`src/rtl/lsu_mem_master.sv`:
```
// Load/store initiator that turns byte-addressed requests into word RAM accesses (read-modify-write for SB/SH).
// Optional build macro LSU_MISALIGN_TRAP_EN: misaligned half/word accesses return rsp_err instead of being force-aligned.
module lsu_mem_master #(
  parameter int DW = 32,
  parameter int MEM_DEPTH = 65536,
  localparam int AW = $clog2(MEM_DEPTH)
) (
  input  logic          clk,
  input  logic          rst_n,
  input  logic          req_valid,
  output logic          req_ready,
  input  logic          req_we,
  input  logic [31:0]   req_addr,
  input  logic [1:0]    req_size,
  input  logic          req_unsigned,
  input  logic [DW-1:0] req_wdata,
  output logic          rsp_valid,
  input  logic          rsp_ready,
  output logic [DW-1:0] rsp_rdata,
  output logic          rsp_err,
  output logic          wen,
  output logic [AW-1:0] w_addr_o,
  output logic [DW-1:0] w_data_o,
  output logic          ren,
  output logic [AW-1:0] r_addr_o,
  input  logic [DW-1:0] r_data_i
);

  typedef enum logic [1:0] {IDLE, RD, WR, RESP} state_t;

  state_t        state, state_next;
  logic          lat_we, lat_uns;
  logic [1:0]    lat_size, lat_off;
  logic [AW-1:0] lat_word;
  logic [DW-1:0] lat_wdata, merge_q, rdata_q;
  logic          err_q;
  logic          req_misaligned, req_bad;
  logic          unused_addr_bits;

  assign unused_addr_bits = ^req_addr[31:AW+2];

`ifdef LSU_MISALIGN_TRAP_EN
  assign req_misaligned = (req_size == 2'd1 && req_addr[0]) ||
                          (req_size == 2'd2 && req_addr[1:0] != 2'b00);
`else
  assign req_misaligned = 1'b0;
`endif

  assign req_bad = (req_size == 2'd3) || req_misaligned;

  // Sub-word lanes are always taken from the force-aligned offset; trapping builds never get here misaligned.
  function automatic logic [DW-1:0] lane_extract(input logic [DW-1:0] word, input logic [1:0] size,
                                                 input logic [1:0] off, input logic uns);
    logic [7:0]  b;
    logic [15:0] h;
    b = word[{off, 3'b000} +: 8];
    h = word[{off[1], 4'b0000} +: 16];
    case (size)
      2'd0:    lane_extract = uns ? {24'h0, b} : {{24{b[7]}}, b};
      2'd1:    lane_extract = uns ? {16'h0, h} : {{16{h[15]}}, h};
      default: lane_extract = word;
    endcase
  endfunction

  function automatic logic [DW-1:0] lane_merge(input logic [DW-1:0] word, input logic [1:0] size,
                                               input logic [1:0] off, input logic [DW-1:0] wdata);
    logic [DW-1:0] m;
    m = word;
    case (size)
      2'd0:    m[{off, 3'b000} +: 8] = wdata[7:0];
      2'd1:    m[{off[1], 4'b0000} +: 16] = wdata[15:0];
      default: m = wdata;
    endcase
    return m;
  endfunction

  always_ff @(posedge clk or negedge rst_n) begin
    if (!rst_n) state <= IDLE;
    else        state <= state_next;
  end

  always_comb begin
    state_next = state;
    req_ready  = 1'b0;
    rsp_valid  = 1'b0;
    ren        = 1'b0;
    wen        = 1'b0;
    r_addr_o   = '0;
    w_addr_o   = '0;
    w_data_o   = '0;
    case (state)
      IDLE: begin
        req_ready = 1'b1;
        if (req_valid) begin
          if (req_bad)                              state_next = RESP;
          else if (req_we && req_size == 2'd2)      state_next = WR;
          else                                      state_next = RD;
        end
      end
      RD: begin
        ren        = 1'b1;
        r_addr_o   = lat_word;
        state_next = lat_we ? WR : RESP;
      end
      WR: begin
        wen        = 1'b1;
        w_addr_o   = lat_word;
        w_data_o   = (lat_size == 2'd2) ? lat_wdata : merge_q;
        state_next = RESP;
      end
      RESP: begin
        rsp_valid = 1'b1;
        if (rsp_ready) state_next = IDLE;
      end
      default: state_next = IDLE;
    endcase
  end

  // Request latch and result capture; accept happens whenever IDLE sees req_valid.
  always_ff @(posedge clk or negedge rst_n) begin
    if (!rst_n) begin
      lat_we    <= 1'b0;
      lat_uns   <= 1'b0;
      lat_size  <= 2'd0;
      lat_off   <= 2'd0;
      lat_word  <= '0;
      lat_wdata <= '0;
      merge_q   <= '0;
      rdata_q   <= '0;
      err_q     <= 1'b0;
    end else begin
      case (state)
        IDLE: begin
          if (req_valid) begin
            lat_we    <= req_we;
            lat_uns   <= req_unsigned;
            lat_size  <= req_size;
            lat_off   <= req_addr[1:0];
            lat_word  <= req_addr[AW+1:2];
            lat_wdata <= req_wdata;
            rdata_q   <= '0;
            err_q     <= req_bad;
          end
        end
        RD: begin
          if (lat_we) merge_q <= lane_merge(r_data_i, lat_size, lat_off, lat_wdata);
          else        rdata_q <= lane_extract(r_data_i, lat_size, lat_off, lat_uns);
        end
        default: ;
      endcase
    end
  end

  assign rsp_rdata = rdata_q;
  assign rsp_err   = err_q;

endmodule

```
`config.mk`:
```
export PLATFORM = sky130hd
export DESIGN_NAME = lsu_mem_master
export DESIGN_NICKNAME = d
export VERILOG_FILES = /design/src/rtl/lsu_mem_master.sv
export SDC_FILE = /design/constraint.sdc
export NUM_CORES = 1
export LEC_CHECK = 0
export CAP_MARGIN = 40
export CORE_MARGIN = 8
export CORE_UTILIZATION = 45
export DETAILED_ROUTE_END_ITERATION = 16
export PLACE_DENSITY = 0.82
export SKIP_LAST_GASP = 1
export SYNTH_ARGS = -nofsm -noshare
export SYNTH_HDL_FRONTEND = slang
export SYNTH_SLANG_ARGS = --single-unit
```
`constraint.sdc`:
```
create_clock -name clk -period 3.6 [get_ports clk]
set_input_delay 0.54 -clock clk [delete_from_list [all_inputs] [get_ports clk]]
set_output_delay 0.54 -clock clk [all_outputs]
set_load 0.02 [all_outputs]
```
==> key figures <==
Status
  • Result of the run: finished, final reports clean

Critical path
  • Critical path data arrival time: about 2900 ps
  • Nature of the critical path startpoint: flop
  • CP required: ~3000 ps
  • Startpoint-to-endpoint class of the critical path: reg2out
  • Worst R2R Start: state[1]
  • Worst-case reg-to-reg path depth: 6
  • Crit Path Max Fanout: 32
  • Worst setup startpoint: lat_size[1]
  • Worst Setup End Kind: primary output

STA
  • Max Transition Viols Final: 0
  • Setup clock skew after layout: slightly above 9 ps
  • Setup repair after global routing missed its margin: no
  • Slew at the pin closest to its max-slew limit: 816 ps
  • Period utilization: 0.947
  • Minimum clock period: 3410 ps
  • Maximum achievable frequency: slightly below 300 MHz
  • Setup_tns: 0 ps
  • Hold Violations, Final: 0
  • Setup Viol. Count Final: 0
  • Worst-case headroom to the max-slew limit: 0.452

Power and ir drop
  • Power density cells: around 980 nW/um^2
  • Peak ir drop on the vdd network: 575 uV
  • Static Leakage: around 3.8 nW

Drt
  • Post-route DRC: 0
  • Final routed wire length divided by cell count: 22.0 um
  • Final WL: 22,900 um
  • Total via count after detailed routing: ~6,200
  • Count of routing violations after the opening detailed-route iteration: approximately 670
  • Vias per inst: 5.98
  • ANT nets after route: 0
  • Length of the first detailed-routing pass in iterations: 5

Place
  • Placed cell areas: slightly below 9000 sq um
  • Count of input and output buffers: 190
  • Last weighted congestion value of the routability-driven placer: around 0.94
  • HPWL after DPL: ~17,000 um

GRT
  • All-Layer GR Usage: 0.239
  • Maximum number of pins on one net before global-route repair: 65
  • Initial antenna violation count: 0
  • Gr ovfl total: 0
  • Via count of the first global-routing pass: 6,489
  • First-pass GRT wire length: 36,200 um

Clock tree
  • Clock edge transition at the registers on the reported setup and hold paths: about 60 ps
  • Clock buffer depth: 2
  • Total clock sinks: roughly 120
  • Root buffer cell: sky130_fd_sc_hd__clkbuf_16
  • Number of buffers created by CTS: 17
  • Post-CTS Resized: 0
  • Setup fix buffers added after clock tree synthesis: 0
  • Clock insertion delay at the later pin of the skew report: 420 ps
  • Clock tree from TritonCTS: done
  • Max H-tree Level: 4
  • Quantity of hold-fixing buffers added after cts: 0

Synth
  • Post-synthesis instance area: approximately 7000 sq um
  • Number of cells produced by synthesis: 671
  • Syn Area/Cell: between 10 and 15 sq um
  • Proportion of synthesized chip area in sequential cells: 0.445
  • Mapped Nets: approximately 780
  • Count of synthesis-stage warnings from yosys: 0
  • Number of distinct library cells after synthesis: 50
  • Post-synthesis sequential element count: 121

Final layout
  • # fillers: between 1,000 and 1,500
  • Ratio of cells with drive above 1 in the final layout: 0.137
  • Number of inserted diodes: 0
  • Net count, final: between 900 and 1,000
  • Area of all placed cells without fillers: around 9400 sq um
  • Utilization of the core after routing: 0.630
  • Area growth, synth to finish: 38.7%

Die
  • Die extent in x: between 100 and 150 um
  • Die area: about 19,000 sq um
  • Row count: between 40 and 50
  • Initial core utilization: 0.454
  • Core region area: between 10,000 and 15,000 sq um
  • Chip height: about 140 um
  • Top-Level Pins: roughly 200

Worst hold path
  • Class of the worst hold path: in2async

Job
  • Max-capacitance violation count: 0
## power by group
part / internal (W) / total (W) / switching, W
Sequential: 0.00202 / 0.00266 / 0.000644
Clock: 0.00113 / 0.00172 / 0.000595
Combinational: 0.00226 / 0.00489 / 0.00263
Total: 0.00541 / 0.00927 / 0.00387
## through the flow
step                      total power (W)  instances  setup WS [ps]  hold WS, ps
after detailed placement          0.00752       1010            636          470
after global routing              0.00980       1042           29.0          250
after global placement            0.00734       1008            724          462
after floorplan                   0.00561        671           1430          244
after CTS                         0.00928       1042            195          221
final                             0.00927       1042            190          185
## cells in the mapped netlist, drive strengths merged
cell / n / area, sq um
dfrtp: 121 / 3030
nand2: 102 / 383
mux2: 56 / 638
nor2: 37 / 151
and2: 33 / 206
a21boi: 32 / 240
buf: 30 / 183
a221o: 25 / 250
a221oi: 25 / 219
clkbuf: 24 / 91.3
nor2b: 20 / 125
a31oi: 17 / 106
o211ai: 16 / 120
o21a: 14 / 105
o21ai: 14 / 70.1
o22ai: 13 / 81.3
nand2b: 11 / 68.8
a21oi: 9 / 45.0
ha: 9 / 113
inv: 9 / 33.8
o31ai: 8 / 60.1
nand3: 7 / 35.0
o22a: 7 / 61.3
mux4: 6 / 135
nor3b: 5 / 53.8
nand3b: 3 / 22.5
and3b: 2 / 17.5
mux2i: 2 / 32.5
nor4: 2 / 27.5
or2: 2 / 12.5
or3: 2 / 12.5
a222oi: 1 / 10.0
a22o: 1 / 8.76
a311o: 1 / 10.0
nand4: 1 / 6.26
nor3: 1 / 10.0
nor4bb: 1 / 10.0
o21bai: 1 / 11.3
o311ai: 1 / 8.76
## cells by family after synthesis
family | Yosys count | synth area share
AOI/OAI and AO/OA | 185 | 0.207
DFF | 121 | 0.445
muxes | 64 | 0.118
adders and majority gates | 9 | 0.0166
and+or+nand+nor | 229 | 0.168
buffers and inverters | 63 | 0.0452
## worst paths after layout
check / end / slack, ps
worst max-delay path: w_data_o[0] / 190
worst min-delay path: merge_q[9] / 190
worst max register to register: rsp_rdata[19] / 880
worst min register to register: rsp_rdata[10] / 480
max in group asynchronous: lat_wdata[24] / 2620
min in group clk: rsp_rdata[10] / 480
## cell usage in the layout, fill, tap and decap left out, types with 16 or more instances in the layout
master / instances
sky130_fd_sc_hd__clkdlybuf4s50_1: 189
sky130_fd_sc_hd__mux2_2: 54
sky130_fd_sc_hd__clkbuf_16: 17
sky130_fd_sc_hd__o211ai_1: 16
sky130_fd_sc_hd__nand2_1: 101
sky130_fd_sc_hd__dfrtp_1: 121
sky130_fd_sc_hd__a21boi_0: 25
sky130_fd_sc_hd__a31oi_1: 17
sky130_fd_sc_hd__and2_1: 33
sky130_fd_sc_hd__a221o_1: 25
sky130_fd_sc_hd__nor2b_1: 20
sky130_fd_sc_hd__nor2_1: 34
sky130_fd_sc_hd__a221oi_1: 25
## worst max-delay path, cell delays in order (launching register included)
cell and delay (ps):
sky130_fd_sc_hd__dfrtp_1 640, sky130_fd_sc_hd__inv_1 240, sky130_fd_sc_hd__nor2_2 150, sky130_fd_sc_hd__buf_4 350, sky130_fd_sc_hd__nand2_1 90, sky130_fd_sc_hd__a21boi_0 280, sky130_fd_sc_hd__clkdlybuf4s50_1 670
## final cells by class
cell class                      instances  area (sq um)  area share
Clock buffer                           26           519      0.0550
Clock inverter                          6          85.1     0.00902
Inverter                                9          33.8     0.00358
Multi-Input combinational cell        487          3470       0.368
Sequential cell                       121          3030       0.321
Tap cell                              188           235      0.0249
Timing Repair Buffer                  205          2060       0.219
## flip-flops by register name (all words and copies together), names as in the netlist
name,flops
merge_q,32
rsp_rdata,32
lat_wdata,32
lat_uns,1
rsp_err,1
lat_word,16
state,2
lat_we,1
lat_size,2
lat_off,2
## layer usage
layer | track usage | routed length [um] | vias up
li1 | - | - | 2784
met1 | 0.289 | 8990 | 3011
met2 | 0.375 | 10500 | 376
met3 | 0.0861 | 2700 | 58
met4 | 0.108 | 736 | 0
met5 | 0 | 0 | -
Power figures use the tool's default switching activity.
